`src/rtl/mem_arbiter_pkg.sv`:
```
// Shared definitions for the unified-memory arbiter: FSM encoding, port ids
// and default bus widths.
package mem_arbiter_pkg;

  localparam int ADDR_W_DEF = 16;
  localparam int DATA_W_DEF = 16;

  localparam logic [1:0] ST_IDLE  = 2'd0;
  localparam logic [1:0] ST_ISSUE = 2'd1;
  localparam logic [1:0] ST_WAIT  = 2'd2;

  typedef enum logic {
    PORT_FETCH = 1'b0,
    PORT_DATA  = 1'b1
  } port_e;

endpackage

```
`src/rtl/mem_arbiter_rr_arb2.sv`:
```
// Two-way round-robin picker. The requester that was not granted last wins a tie;
// a lone requester always wins.
module rr_arb2
  import mem_arbiter_pkg::*;
(
  input  logic  clk,
  input  logic  reset,
  input  logic  req_fetch,
  input  logic  req_data,
  input  logic  update,
  input  port_e grant_port,
  output logic  any,
  output port_e pick
);

  port_e last_grant;

  always_ff @(posedge clk) begin
    if (reset) begin
      last_grant <= PORT_FETCH;
    end else if (update) begin
      last_grant <= grant_port;
    end
  end

  always_comb begin
    any  = req_fetch | req_data;
    pick = PORT_FETCH;
    if (req_fetch && req_data) begin
      pick = (last_grant == PORT_FETCH) ? PORT_DATA : PORT_FETCH;
    end else if (req_data) begin
      pick = PORT_DATA;
    end
  end

endmodule

```
`src/rtl/mem_arbiter.sv`:
```
// Shares the single-port unified memory between instruction fetch and lw/sw,
// issuing one access at a time and returning read data after MEM_LAT cycles.
//
// state    | meaning
// ST_IDLE  | sample requests, latch winner's command, raise gnt/mem_en
// ST_ISSUE | access on the memory bus; writes finish here
// ST_WAIT  | count down read latency, capture mem_rdata at terminal count
module mem_arbiter
  import mem_arbiter_pkg::*;
#(
  parameter int ADDR_W  = ADDR_W_DEF,
  parameter int DATA_W  = DATA_W_DEF,
  parameter int MEM_LAT = 1
) (
  input  logic              clk,
  input  logic              reset,
  input  logic              if_req,
  input  logic [ADDR_W-1:0] if_addr,
  output logic              if_gnt,
  output logic              if_rvalid,
  output logic [DATA_W-1:0] if_rdata,
  input  logic              d_req,
  input  logic              d_we,
  input  logic [ADDR_W-1:0] d_addr,
  input  logic [DATA_W-1:0] d_wdata,
  output logic              d_gnt,
  output logic              d_rvalid,
  output logic [DATA_W-1:0] d_rdata,
  output logic              mem_en,
  output logic              mem_we,
  output logic [ADDR_W-1:0] mem_addr,
  output logic [DATA_W-1:0] mem_wdata,
  input  logic [DATA_W-1:0] mem_rdata
);

  localparam int CNT_W = $clog2(MEM_LAT + 1);

  generate
    if (MEM_LAT < 1 || MEM_LAT > 7) begin : g_bad_lat
      $error("mem_arbiter: MEM_LAT=%0d outside 1..7", MEM_LAT);
    end
  endgenerate

  logic [1:0]       state;
  logic [CNT_W-1:0] cnt;
  port_e            cmd_port;
  logic             cmd_we;
  logic             arb_any;
  port_e            arb_pick;

  rr_arb2 u_rr (
    .clk        (clk),
    .reset      (reset),
    .req_fetch  (if_req),
    .req_data   (d_req),
    .update     (state == ST_ISSUE),
    .grant_port (cmd_port),
    .any        (arb_any),
    .pick       (arb_pick)
  );

  always_ff @(posedge clk) begin
    if (reset) begin
      state     <= ST_IDLE;
      cnt       <= '0;
      cmd_port  <= PORT_FETCH;
      cmd_we    <= 1'b0;
      if_gnt    <= 1'b0;
      if_rvalid <= 1'b0;
      if_rdata  <= '0;
      d_gnt     <= 1'b0;
      d_rvalid  <= 1'b0;
      d_rdata   <= '0;
      mem_en    <= 1'b0;
      mem_we    <= 1'b0;
      mem_addr  <= '0;
      mem_wdata <= '0;
    end else begin
      if_gnt    <= 1'b0;
      d_gnt     <= 1'b0;
      if_rvalid <= 1'b0;
      d_rvalid  <= 1'b0;
      mem_en    <= 1'b0;
      mem_we    <= 1'b0;
      case (state)
        ST_IDLE: begin
          // Command is latched straight onto the registered memory bus so that
          // gnt and mem_en appear together in the ISSUE cycle.
          if (arb_any) begin
            state    <= ST_ISSUE;
            cmd_port <= arb_pick;
            mem_en   <= 1'b1;
            if (arb_pick == PORT_DATA) begin
              cmd_we    <= d_we;
              mem_we    <= d_we;
              mem_addr  <= d_addr;
              mem_wdata <= d_wdata;
              d_gnt     <= 1'b1;
            end else begin
              cmd_we    <= 1'b0;
              mem_addr  <= if_addr;
              mem_wdata <= '0;
              if_gnt    <= 1'b1;
            end
          end
        end
        ST_ISSUE: begin
          if (cmd_we) begin
            state <= ST_IDLE;
          end else begin
            state <= ST_WAIT;
            cnt   <= CNT_W'(MEM_LAT);
          end
        end
        ST_WAIT: begin
          cnt <= cnt - CNT_W'(1);
          if (cnt == CNT_W'(1)) begin
            state <= ST_IDLE;
            if (cmd_port == PORT_DATA) begin
              d_rdata  <= mem_rdata;
              d_rvalid <= 1'b1;
            end else begin
              if_rdata  <= mem_rdata;
              if_rvalid <= 1'b1;
            end
          end
        end
        default: state <= ST_IDLE;
      endcase
    end
  end

endmodule
```
`config.mk`:
```
export PLATFORM = sky130hd
export DESIGN_NAME = mem_arbiter
export DESIGN_NICKNAME = d
export VERILOG_FILES = /design/src/rtl/mem_arbiter_pkg.sv /design/src/rtl/mem_arbiter_rr_arb2.sv /design/src/rtl/mem_arbiter.sv
export SDC_FILE = /design/constraint.sdc
export NUM_CORES = 1
export LEC_CHECK = 0
export CAP_MARGIN = 25
export CORE_MARGIN = 2
export CORE_UTILIZATION = 43
export CTS_BUF_LIST = sky130_fd_sc_hd__clkbuf_16
export DETAILED_ROUTE_END_ITERATION = 10
export PLACE_DENSITY_LB_ADDON = 0.15
export SLEW_MARGIN = 20
export SYNTH_ARGS = -nofsm -noshare
export SYNTH_HDL_FRONTEND = slang
export SYNTH_SLANG_ARGS = --single-unit
```
`constraint.sdc`:
```
create_clock -name clk -period 4 [get_ports clk]
set_input_delay 1 -clock clk [delete_from_list [all_inputs] [get_ports clk]]
set_output_delay 1 -clock clk [all_outputs]
set_load 0.01 [all_outputs]
```
---- After elaboration in Yosys (flattened, before gate mapping) ----
Index checks and enable logic that the tools add are counted.
word-level totals
  register bits ........................... 76
  bits in latches ......................... 0
  bits in writable memories ............... 0
  bits in read-only memories .............. 0
  input port bits ......................... 69
  output and inout bits ................... 70
  logic and storage cells ................. 55
  memories ................................ 0
operators by class
  $add $sub $neg .......................... 1
  multipliers ............................. 0
  div/mod/pow operators ................... 0
  magnitude comparators ................... 0
  equal/unequal tests ..................... 5
  shift-type cells ........................ 0
  mux-type cells .......................... 17
  bitwise gates (word level) .............. 6
  reductions and logical operators ........ 11
operators with widths
  operator                                                          count
  16-bit two-way mux                                                2
  1-bit two-way mux                                                 10
  2-bit two-way mux                                                 3
  2-bit inequality test (second input constant)                     3
  2-bit one-hot mux with 3 select lines                             1
  2-bit AND reduction                                               3
  3-bit AND reduction                                               2
  3-bit OR reduction                                                2
  1-bit NOT                                                         5
  2-bit by 1-bit == test with 1-bit output (second input constant)  1
  2-bit == test (second input constant)                             1
  2-bit zero test                                                   1
  1-bit one-hot mux with 2 select lines                             1
  2-bit nonzero test                                                1
  2-bit OR reduction                                                1
  1-bit logical AND                                                 1
  1-bit bitwise OR                                                  1
  1-bit subtractor (second input constant)                          1

---- Logic depth before layout (Yosys ltp) ----
Gate-level depths: netlist (run 1).
  depth after elaboration ................. 3
  mapped depth ............................ 6

---- Cells and area by module ----
Synthesis (run 1) repeated with hierarchy kept, for this count alone.
unflattened totals
  cell total of the unflattened synthesis .. 322
  area, all modules ....................... 2,812.7 µm²
modules (own cells, without submodules)
  module       instances  cells an instance  area an instance (µm²)
  mem_arbiter  1          317                2,765.2
  rr_arb2      1          5                  47.5

---- Worst setup path after synthesis (run 1) ----
OpenSTA, ideal clock, no wires.
  path kind ............................... input-to-reg
  from .................................... in d_req
  to ...................................... reg mem_wdata[10]
  arrival time ............................ 1.968 ns
  setup slack ............................. 1.975 ns
  stages on the path ...................... 5
  path buffers ............................ 2
  path through ............................ a21bo_1 -> buf_6 -> nor4_4 -> buf_6 -> a22o_2
between the ends
  longest elaborated chain between the ends .. 3
  elaborated cells on any way between the ends .. 6
ends and longest elaborated chain
  what                                                    RTL line                                              source
  from (decl)                                             mem_arbiter.sv:22                                     input logic d_req,
  1-bit two-way mux or 1-bit logical AND (tied branches)  mem_arbiter_rr_arb2.sv:31, mem_arbiter_rr_arb2.sv:29
  1-bit two-way mux                                       mem_arbiter_rr_arb2.sv:29                             if (req_fetch && req_data) begin
  16-bit two-way mux                                      mem_arbiter.sv:93                                     if (arb_pick == PORT_DATA) begin
  to (signal assigned)                                    mem_arbiter.sv:97                                     mem_wdata <= d_wdata;
  to (decl)                                               mem_arbiter.sv:32                                     output logic [DATA_W-1:0] mem_wdata,
Several ways; a longest one is shown, not always the timed one.
A chain may end at the register's enable or synchronous reset.

---- Final worst setup path (run 1) ----
  from .................................... in d_req
  to ...................................... reg mem_wdata[8]
The elaborated chain is that of the path after synthesis.

==> out/qor.csv, run 1 <==
metric,value,unit
postcts setup bufs,0,
Routed WL per cell,14.15,um
"area leader, netlist",dfxtp_1,
Post-Route WL,7286,um
diode count,0,
top_reg_cell synth,dfxtp_1,
min-delay worst type,flip-flop to flip-flop,
Detail Placement HPWL,4921,um
critical path type,input port to flip-flop,
die height,84.25,um
post-synthesis sequential area ratio,54.95,%
Worst setup EP type,flip-flop,
Final Max Slew Viols,0,
die width,84.25,um
syn nets,377,
r2r setup slk,2040,ps
"count leader, synth",nand2_1,
share of the synthesized area in the top cell type,54.95,%
DRT Pass-1 Iters,4,
# DRC,0,
setup violators final,0,
"Avg Cell Area, Syn",8.990,sq um
CTS buffer count,9,
H-tree depth,3,
fillers,514,
pin count of the biggest net entering global routing,60,
IO Count,139,
maximum capacitance violations,0,
Yosys Warn Count,0,
clock root buffer,clkbuf_16,
initial antenna violation count,0,
Clock Latency Late Sink,320,ps
crit-path max cell delay,760,ps
post-layout min period,2658,ps
Final ANT Viol Nets,0,
Iteration-0 DRC Markers,92,
total power,1908,uW
# resized after CTS,0,
RSZ-0062 raised after global routing,no,
Fin Setup TNS,0,ps
Post-synth EDFFs,0,
reg2reg end,mem_addr[4],
Worst Tran Pin Value,903.2,ps
"Clk pin slew, worst setup/hold paths",60,ps
clock buffer depth,2,
"Cell Chain, Critical Path",clkdlybuf4s50_1 -> a21bo_1 -> nor4_4 -> a22o_2,
Commonest cells post-synth,"98 x nand2_1, 76 x dfxtp_1, 50 x a21oi_1, 16 x a311oi_1, 9 x a22o_1",
CTS tree,built,
"Max FO, Critical Path",19,
post-synth cell types,30,
Worst Setup EP,mem_wdata[8],
Post-Syn Area,2769,sq um
"FFs w/ async S/R, synth",0,%
# clock sinks,76,
"Max stage delay cell, worst path",nor4_4,
GPL Wtd Cong,0.7557,
die area,7097,sq um
status,"complete, no violations",
max frequency,376.3,MHz
depth of the most critical reg-to-reg path,3,
number of vias per cell,5.144,
Startpoint Class,input port,
Max-slew headroom,39.34,%
CP Data Arrival Time,2930,ps
area grow syn2layout,59.69,%
Placed Cells,499,
Tot GR Track Use,20.05,%
first-pass GRT wire length,11590,um
worst reg2reg startpoint,state[1],
Final Non-Filler Cells,515,
"FF+latch count, synth",76,
vias after detailed routing,2649,
largest cells by area after synthesis,"dfxtp_1 55%, nand2_1 13%, a21oi_1 9.0%, a311oi_1 5.1%, a22o_1 2.8%",
Core Box Area,6277,sq um
IO buf count,138,
cell family with most CP delay,simple AND/OR/NAND/NOR gates,
cells after synthesis,308,
fin nets,503,
layout cells sized above 1,6.849,%
Worst Skew,7.307,ps
number of global-route vias before repair,2447,
Required @ worst endpoint,4270,ps
Final period util,66.44,%
GRT overflow,0,
cts-stage hold buffer count,0,
CP startpoint,d_req,
Fin. Hold Viols,0,
LEAKAGE,0.001601,uW
instance count on the critical path,4,
Hold WS,451.4,ps
Power Density,431.5,nW/um^2
Peak VDD IR,0.2845,mV
FP Rows,29,
Initial Util,44.11,%
Crit path buffers/inverters,1,
==> sequential cells by signal, indices dropped and copies added (netlist names), 2 cells and up <==
| signal | flops |
|---|---|
| d_rdata | 16 |
| if_rdata | 16 |
| mem_addr | 16 |
| mem_wdata | 16 |
| state | 2 |
==> worst reg2reg max path, cell delays in order (launching register included) <==
cell and delay (ps):
dfxtp_1 390, nor2_1 620, and2_1 610, a311oi_1 190
==> cells by family after synthesis <==
family                 synth area share [%]
AO/OA/AOI/OAI                         21.51
buffers and inverters                 5.197
flip-flops                            54.95
multiplexers                         0.3615
AND/OR/NAND/NOR                       17.98
==> cell usage in the layout (no fill, tap or decap), types with 7 or more instances in the layout <==
cell,Yosys,routed
nand2_1,98,98
a311oi_1,16,16
nor2_1,7,7
a21oi_1,50,50
dfxtp_1,76,76
clkbuf_16,0,9
a22o_2,7,7
a22o_1,9,9
clkdlybuf4s50_1,0,137
==> layout make-up <==
type	count	area (sq um)	area share, %
clock buffers	9	225.2	5.093
clock inverters	6	57.56	1.302
multi-input cells	206	1110	25.10
flip-flops and latches	76	1521	34.41
well taps	77	96.34	2.179
repair buffers	141	1411	31.92
==> through the flow <==
| step | utilization (%) | setup slack (ps) | area [sq um] |
|---|---|---|---|
| floorplan | - | 1975 | 2769 |
| global placement | 65.62 | 1047 | 4119 |
| detailed placement | 65.62 | 1009 | 4119 |
| CTS | 70.12 | 1350 | 4402 |
| global route | 70.44 | 1210 | 4422 |
| finish | 70.44 | 1342 | 4422 |
==> layer usage <==
| metal | track usage, % | share of wire, % |
|---|---|---|
| met1 | 25.25 | 44 |
| met2 | 32.97 | 48 |
| met3 | 5.113 | 7.3 |
| met4 | 7.918 | 1.2 |
| met5 | 0 | 0 |
==> worst min-delay path by stage <==
stage	startpoint	endpoint	slack (ps)	depth (start not counted)
after floorplan	cmd_we	cmd_we	440	1
after global placement	d_rdata[6]	d_rdata[6]	440	2
after detailed placement	if_rdata[3]	if_rdata[3]	450	2
after CTS	if_rdata[3]	if_rdata[3]	450	2
after global routing	d_rdata[11]	d_rdata[11]	480	2
final	d_rdata[13]	d_rdata[13]	450	2
==> power breakdown <==
part	switching (uW)	internal [uW]
clock	296	473
combinational	127	175
sequential	32.3	805
total	455	1450
(Power assumes the default switching activity.)
==> run 2, diff against run 1 <==
--- a/config.mk
+++ b/config.mk
@@ -7,7 +7,7 @@
 export LEC_CHECK = 0
 export CAP_MARGIN = 25
 export CORE_MARGIN = 2
-export CORE_UTILIZATION = 43
+export CORE_UTILIZATION = 40
 export CTS_BUF_LIST = sky130_fd_sc_hd__clkbuf_16
 export DETAILED_ROUTE_END_ITERATION = 10
 export PLACE_DENSITY_LB_ADDON = 0.15
==> constraint.sdc (replaced) <==
create_clock -name clk -period 2.55 [get_ports clk]
set_input_delay 0.6375 -clock clk [delete_from_list [all_inputs] [get_ports clk]]
set_output_delay 0.6375 -clock clk [all_outputs]
set_load 0.01 [all_outputs]
==> run 2 against run 1 <==
Compared with the run above:
- critical path type unchanged
- via count fell by 1.1%
- non-clock buffer count is 7 higher
- highest routed layer unchanged
- core utilization decreased by 4.0 points
==> out/qor.csv, run 2 (synthesis gave the netlist of run 1 again) <==
metric,value,unit,change
status,"complete, no violations",,
clock buffer depth,2,,unchanged
IO Count,139,,unchanged
Final ANT Viol Nets,0,,unchanged
Max-slew headroom,60.13,%,+21 points
IO buf count,138,,unchanged
"Clk pin slew, worst setup/hold paths",60,ps,about the same
CTS buffer count,9,,unchanged
Iteration-0 DRC Markers,66,,-28%
cell family with most CP delay,simple AND/OR/NAND/NOR gates,,
pin count of the biggest net entering global routing,43,,-28%
RSZ-0062 raised after global routing,no,,
Detail Placement HPWL,5042,um,+2.5%
Hold Crit Depth,2,,unchanged
min-delay src,d_rdata[0],,
Fin. Hold Viols,0,,unchanged
Crit path buffers/inverters,1,,unchanged
CTS tree,built,,
Worst setup EP type,flip-flop,,
Final Max Slew Viols,0,,unchanged
Initial Util,40.98,%,-3.1 points
fin nets,510,,+1.4%
first-pass GRT wire length,11490,um,-0.84%
min-delay worst type,flip-flop to flip-flop,,
Peak VDD IR,0.3952,mV,+39%
# resized after CTS,0,,unchanged
Worst Tran Pin Value,598.1,ps,-305.1 ps
diode count,0,,unchanged
max frequency,534.2,MHz,
Power Density,687.8,nW/um^2,+59%
vias after detailed routing,2620,,-1.1%
"Max FO, Critical Path",16,,-3
GPL Wtd Cong,0.7593,,+0.48%
DRT Pass-1 Iters,4,,unchanged
LEAKAGE,0.001639,uW,+2.4%
Final period util,73.40,%,
Required @ worst endpoint,2770,ps,-1500 ps
"Cell Chain, Critical Path",clkdlybuf4s50_1 -> or2_2 -> and2_1 -> a311oi_1,,
layout cells sized above 1,8.315,%,+1.5 points
postcts setup bufs,0,,unchanged
Placed Cells,510,,+2.2%
# DRC,0,,unchanged
Worst Skew,5.021,ps,-2.285 ps
"Max stage delay cell, worst path",clkdlybuf4s50_1,,
worst reg2reg startpoint,state[1],,
area grow syn2layout,62.09,%,
maximum capacitance violations,0,,unchanged
initial antenna violation count,0,,unchanged
Clock Latency Late Sink,320,ps,about the same
CP Data Arrival Time,2100,ps,-830 ps
reg2reg end,mem_addr[12],,
post-layout min period,1872,ps,
critical path type,input port to flip-flop,,
GRT overflow,0,,unchanged
FP Rows,30,,+3.4%
Hold WS,451.9,ps,+0.4580 ps
number of global-route vias before repair,2444,,-0.12%
Startpoint Class,input port,,
r2r setup slk,900,ps,-1140 ps
Post-Route WL,7291,um,about the same
H-tree depth,3,,unchanged
setup violators final,0,,unchanged
Final Non-Filler Cells,525,,+1.9%
crit-path max cell delay,450,ps,-310 ps
number of vias per cell,4.990,,-3.0%
clock root buffer,clkbuf_16,,
depth of the most critical reg-to-reg path,3,,unchanged
die area,7604,sq um,+7.1%
most frequent cells in the layout,"137 x clkdlybuf4s50_1, 98 x nand2_1, 76 x dfxtp_1",,
Routed WL per cell,13.89,um,-1.8%
Tot GR Track Use,19.21,%,-0.84 points
die height,87.20,um,+3.5%
Core Box Area,6756,sq um,+7.6%
# clock sinks,76,,unchanged
die width,87.20,um,+3.5%
WHS Endpoint,d_rdata[0],,
cts-stage hold buffer count,0,,unchanged
Fin Setup TNS,0,ps,unchanged
"commonest non-fill, non-tap cell in the layout",clkdlybuf4s50_1,,
## run 2: cell count changes in the layout (fill, tap and decap cells not counted), sizes merged
| cell | previous run | this run |
|---|---|---|
| clkinvlp | 2 | 1 |
| clkinv | 2 | 3 |
| bufinv | 1 | 2 |
| inv | 1 | 0 |
| buf | 4 | 11 |
## run 2: power breakdown
group	switching (uW)	internal, uW
Combinational	203	280
Clock	452	842
Sequential	47.6	1260
## run 2: how the worst max path moves through the flow
stage,start,endpoint,depth (start not counted)
CTS,d_rdata[11],d_rdata[11],1
global route,if_req,mem_addr[12],4
detailed placement,if_req,mem_addr[12],4
global placement,if_req,mem_addr[0],4
floorplan,d_req,mem_wdata[10],5
finish,if_req,mem_addr[12],4
## run 2: per-stage QoR
stage | setup WS, ps | power, uW | cell area (sq um) | util, %
after floorplan | 887.8 | 1549 | 2769 | -
after global placement | 385.2 | 1813 | 4183 | 61.91
after detailed placement | 364.1 | 1818 | 4183 | 61.91
after CTS | 673.7 | 3110 | 4488 | 66.43
after global routing | 570.4 | 3212 | 4488 | 66.43
final | 678.2 | 3087 | 4488 | 66.43
## run 2: layer usage
layer | share of wire, % | wire [um] | GRT usage, % | up-vias
met4 | 1.1 | 78 | 8.671 | 0
li1 | - | - | - | 1328
met2 | 46 | 3382 | 29.22 | 90
met1 | 45 | 3270 | 25.34 | 1195
met5 | 0 | 0 | 0 | -
met3 | 7.7 | 559 | 5.498 | 7
## run 2: layout make-up
| type | instances | area (sq um) |
|---|---|---|
| Clock inverter | 6 | 80.08 |
| Timing Repair Buffer | 148 | 1451 |
| Fill cell | 575 | 2268 |
| Tap cell | 80 | 100.1 |
| Multi-Input combinational cell | 206 | 1110 |
| Sequential cell | 76 | 1521 |
| Clock buffer | 9 | 225.2 |
## run 2: tightest hold or removal path, delay by kind of cell (launching register included)
kind	cells	cell delay (ps)
flip-flops	1	300
AND/OR/NAND/NOR	1	50
AO/OA/AOI/OAI	1	50
==> run 3, diff against run 2 <==
--- a/config.mk
+++ b/config.mk
@@ -7,7 +7,7 @@
 export LEC_CHECK = 0
 export CAP_MARGIN = 25
 export CORE_MARGIN = 2
-export CORE_UTILIZATION = 40
+export CORE_UTILIZATION = 36
 export CTS_BUF_LIST = sky130_fd_sc_hd__clkbuf_16
 export DETAILED_ROUTE_END_ITERATION = 10
 export PLACE_DENSITY_LB_ADDON = 0.15
==> constraint.sdc (replaced) <==
create_clock -name clk -period 1.54 [get_ports clk]
set_input_delay 0.385 -clock clk [delete_from_list [all_inputs] [get_ports clk]]
set_output_delay 0.385 -clock clk [all_outputs]
set_load 0.01 [all_outputs]
==> run 3 against run 2 <==
Compared with the run above:
- via count is 4.1% higher
- sequential power up 65%
- sequential share of layout area is 0.90 points lower
- combinational power up 69%
- count of clock-buffer cells in the layout unchanged
- core utilization is 3.9 points lower
- worst setup slack lost 590 ps
- final area is 2.7% higher
- clock power up 78%
- worst hold slack got worse by 0.79 ps
- register-to-register slack got worse by 630 ps
- largest power group is now clock
- highest routed layer unchanged
==> out/qor.csv, run 3 (synthesis gave the netlist of run 1 again) <==
metric,value,unit,change
status,"complete, no violations",,
most frequent cells in the layout,"98 x nand2_1, 76 x dfxtp_1, 70 x dlygate4sd2_1",,
Worst Tran Pin Value,396.6,ps,-201.5 ps
Fin Setup TNS,0,ps,unchanged
Startpoint Class,input port,,
"commonest non-fill, non-tap cell in the layout",nand2_1,,
Core Box Area,7370,sq um,+9.1%
fillers,667,,+16%
Peak VDD IR,0.6387,mV,+62%
first-pass GRT wire length,12090,um,+5.2%
Iteration-0 DRC Markers,65,,-1.5%
number of vias per cell,4.933,,-1.1%
Final Max Slew Viols,0,,unchanged
FP Rows,31,,+3.3%
GPL Wtd Cong,0.7515,,-1.0%
max frequency,690.7,MHz,
min-delay worst type,flip-flop to flip-flop,,
fin nets,518,,+1.6%
Worst Skew,6.462,ps,+1.440 ps
Clock Latency Late Sink,320,ps,about the same
clock root buffer,clkbuf_16,,
Hold WS,451.1,ps,-0.7910 ps
LEAKAGE,0.002028,uW,+24%
Detail Placement HPWL,5247,um,+4.1%
IO buf count,138,,unchanged
GRT overflow,0,,unchanged
IO Count,139,,unchanged
reg2reg end,if_rdata[4],,
clock buffer depth,2,,unchanged
Tot GR Track Use,17.87,%,-1.3 points
post-layout min period,1448,ps,
Initial Util,37.57,%,-3.4 points
Routed WL per cell,13.84,um,-0.36%
Worst Setup EP,mem_wdata[6],,
initial antenna violation count,0,,unchanged
Power Density,1142,nW/um^2,+66%
critical path type,input port to flip-flop,,
pin count of the biggest net entering global routing,37,,-14%
Worst setup EP type,flip-flop,,
CP Data Arrival Time,1710,ps,-390 ps
CTS buffer count,9,,unchanged
DRT Pass-1 Iters,4,,unchanged
# clock sinks,76,,unchanged
RSZ-0062 raised after global routing,no,,
# DRC,0,,unchanged
r2r setup slk,270,ps,-630 ps
number of global-route vias before repair,2544,,+4.1%
CTS tree,built,,
diode count,0,,unchanged
Final ANT Viol Nets,0,,unchanged
worst reg2reg startpoint,state[1],,
"Max FO, Critical Path",19,,+3
Required @ worst endpoint,1800,ps,-970 ps
die height,91.70,um,+5.2%
Max-slew headroom,73.56,%,+13 points
die width,91.70,um,+5.2%
Post-Route WL,7652,um,+5.0%
"Clk pin slew, worst setup/hold paths",50,ps,about the same
maximum capacitance violations,0,,unchanged
Fin. Hold Viols,0,,unchanged
die area,8409,sq um,+11%
area grow syn2layout,66.52,%,
layout cells sized above 1,10.79,%,+2.5 points
H-tree depth,3,,unchanged
vias after detailed routing,2728,,+4.1%
Final period util,94.01,%,
CP startpoint,if_req,,
setup violators final,0,,unchanged
depth of the most critical reg-to-reg path,5,,+2
run 3: worst min-delay path by stage:
| stage | cells past startpoint | endpoint | start | slack, ps |
|---|---|---|---|---|
| finish | 2 | if_rdata[12] | if_rdata[12] | 450 |
| global route | 2 | if_rdata[3] | if_rdata[3] | 470 |
| CTS | 2 | d_rdata[5] | d_rdata[5] | 450 |
| detailed placement | 2 | d_rdata[5] | d_rdata[5] | 450 |
| global placement | 2 | d_rdata[7] | d_rdata[7] | 440 |
| floorplan | 1 | cmd_we | cmd_we | 440 |
run 3: worst max-delay path, cell delays in order:
cell,delay (ps)
clkdlybuf4s50_1,410
buf_4,150
a21bo_4,240
nor4_4,190
buf_12,190
a22o_1,150
run 3: routing by layer:
metal  up-vias  routed length [um]  part of all wire [%]  global-route usage [%]
met3        13                 541                   7.1                   5.094
met1      1263                3440                    45                   22.79
li1       1347                   -                     -                       -
met5         -                   0                     0                       0
met2       105                3563                    47                   28.80
met4         0                 108                   1.4                   6.592
run 3: final cells by class:
cell class | count | area (sq um) | area share, %
Tap cell | 99 | 123.9 | 2.687
Multi-Input combinational cell | 206 | 1146 | 24.86
Sequential cell | 76 | 1521 | 33.00
Timing Repair Buffer | 156 | 1489 | 32.29
Clock inverter | 7 | 105.1 | 2.280
Clock buffer | 9 | 225.2 | 4.885
run 3: report_power, final:
group	switching (uW)	internal, uW
registers	66.8	2090
logic	365	448
clock network	738	1560
total	1170	4100
run 3: what timing repair did:
item | in CTS | in global routing
cloned | 0 | 1
endpoints found under the setup margin | 86 | 15
hold buffers | 0 | 0
gates resized for setup | 72 | 8
setup buffers | 0 | 0
run 3: metrics by stage:
stage | instance area (sq um) | power [uW] | cells | util [%] | worst slack, ps
5_1_grt | 4611 | 5500 | 553 | 62.56 | 45.38
6_report | 4611 | 5267 | 553 | 62.56 | 92.20
3_5_place_dp | 4305 | 3060 | 536 | 58.42 | -484.7
4_1_cts | 4551 | 5304 | 552 | 61.75 | 3.755
2_1_floorplan | 2769 | 2566 | 308 | - | 130.3
3_3_place_gp | 4305 | 3050 | 536 | 58.42 | -364.0
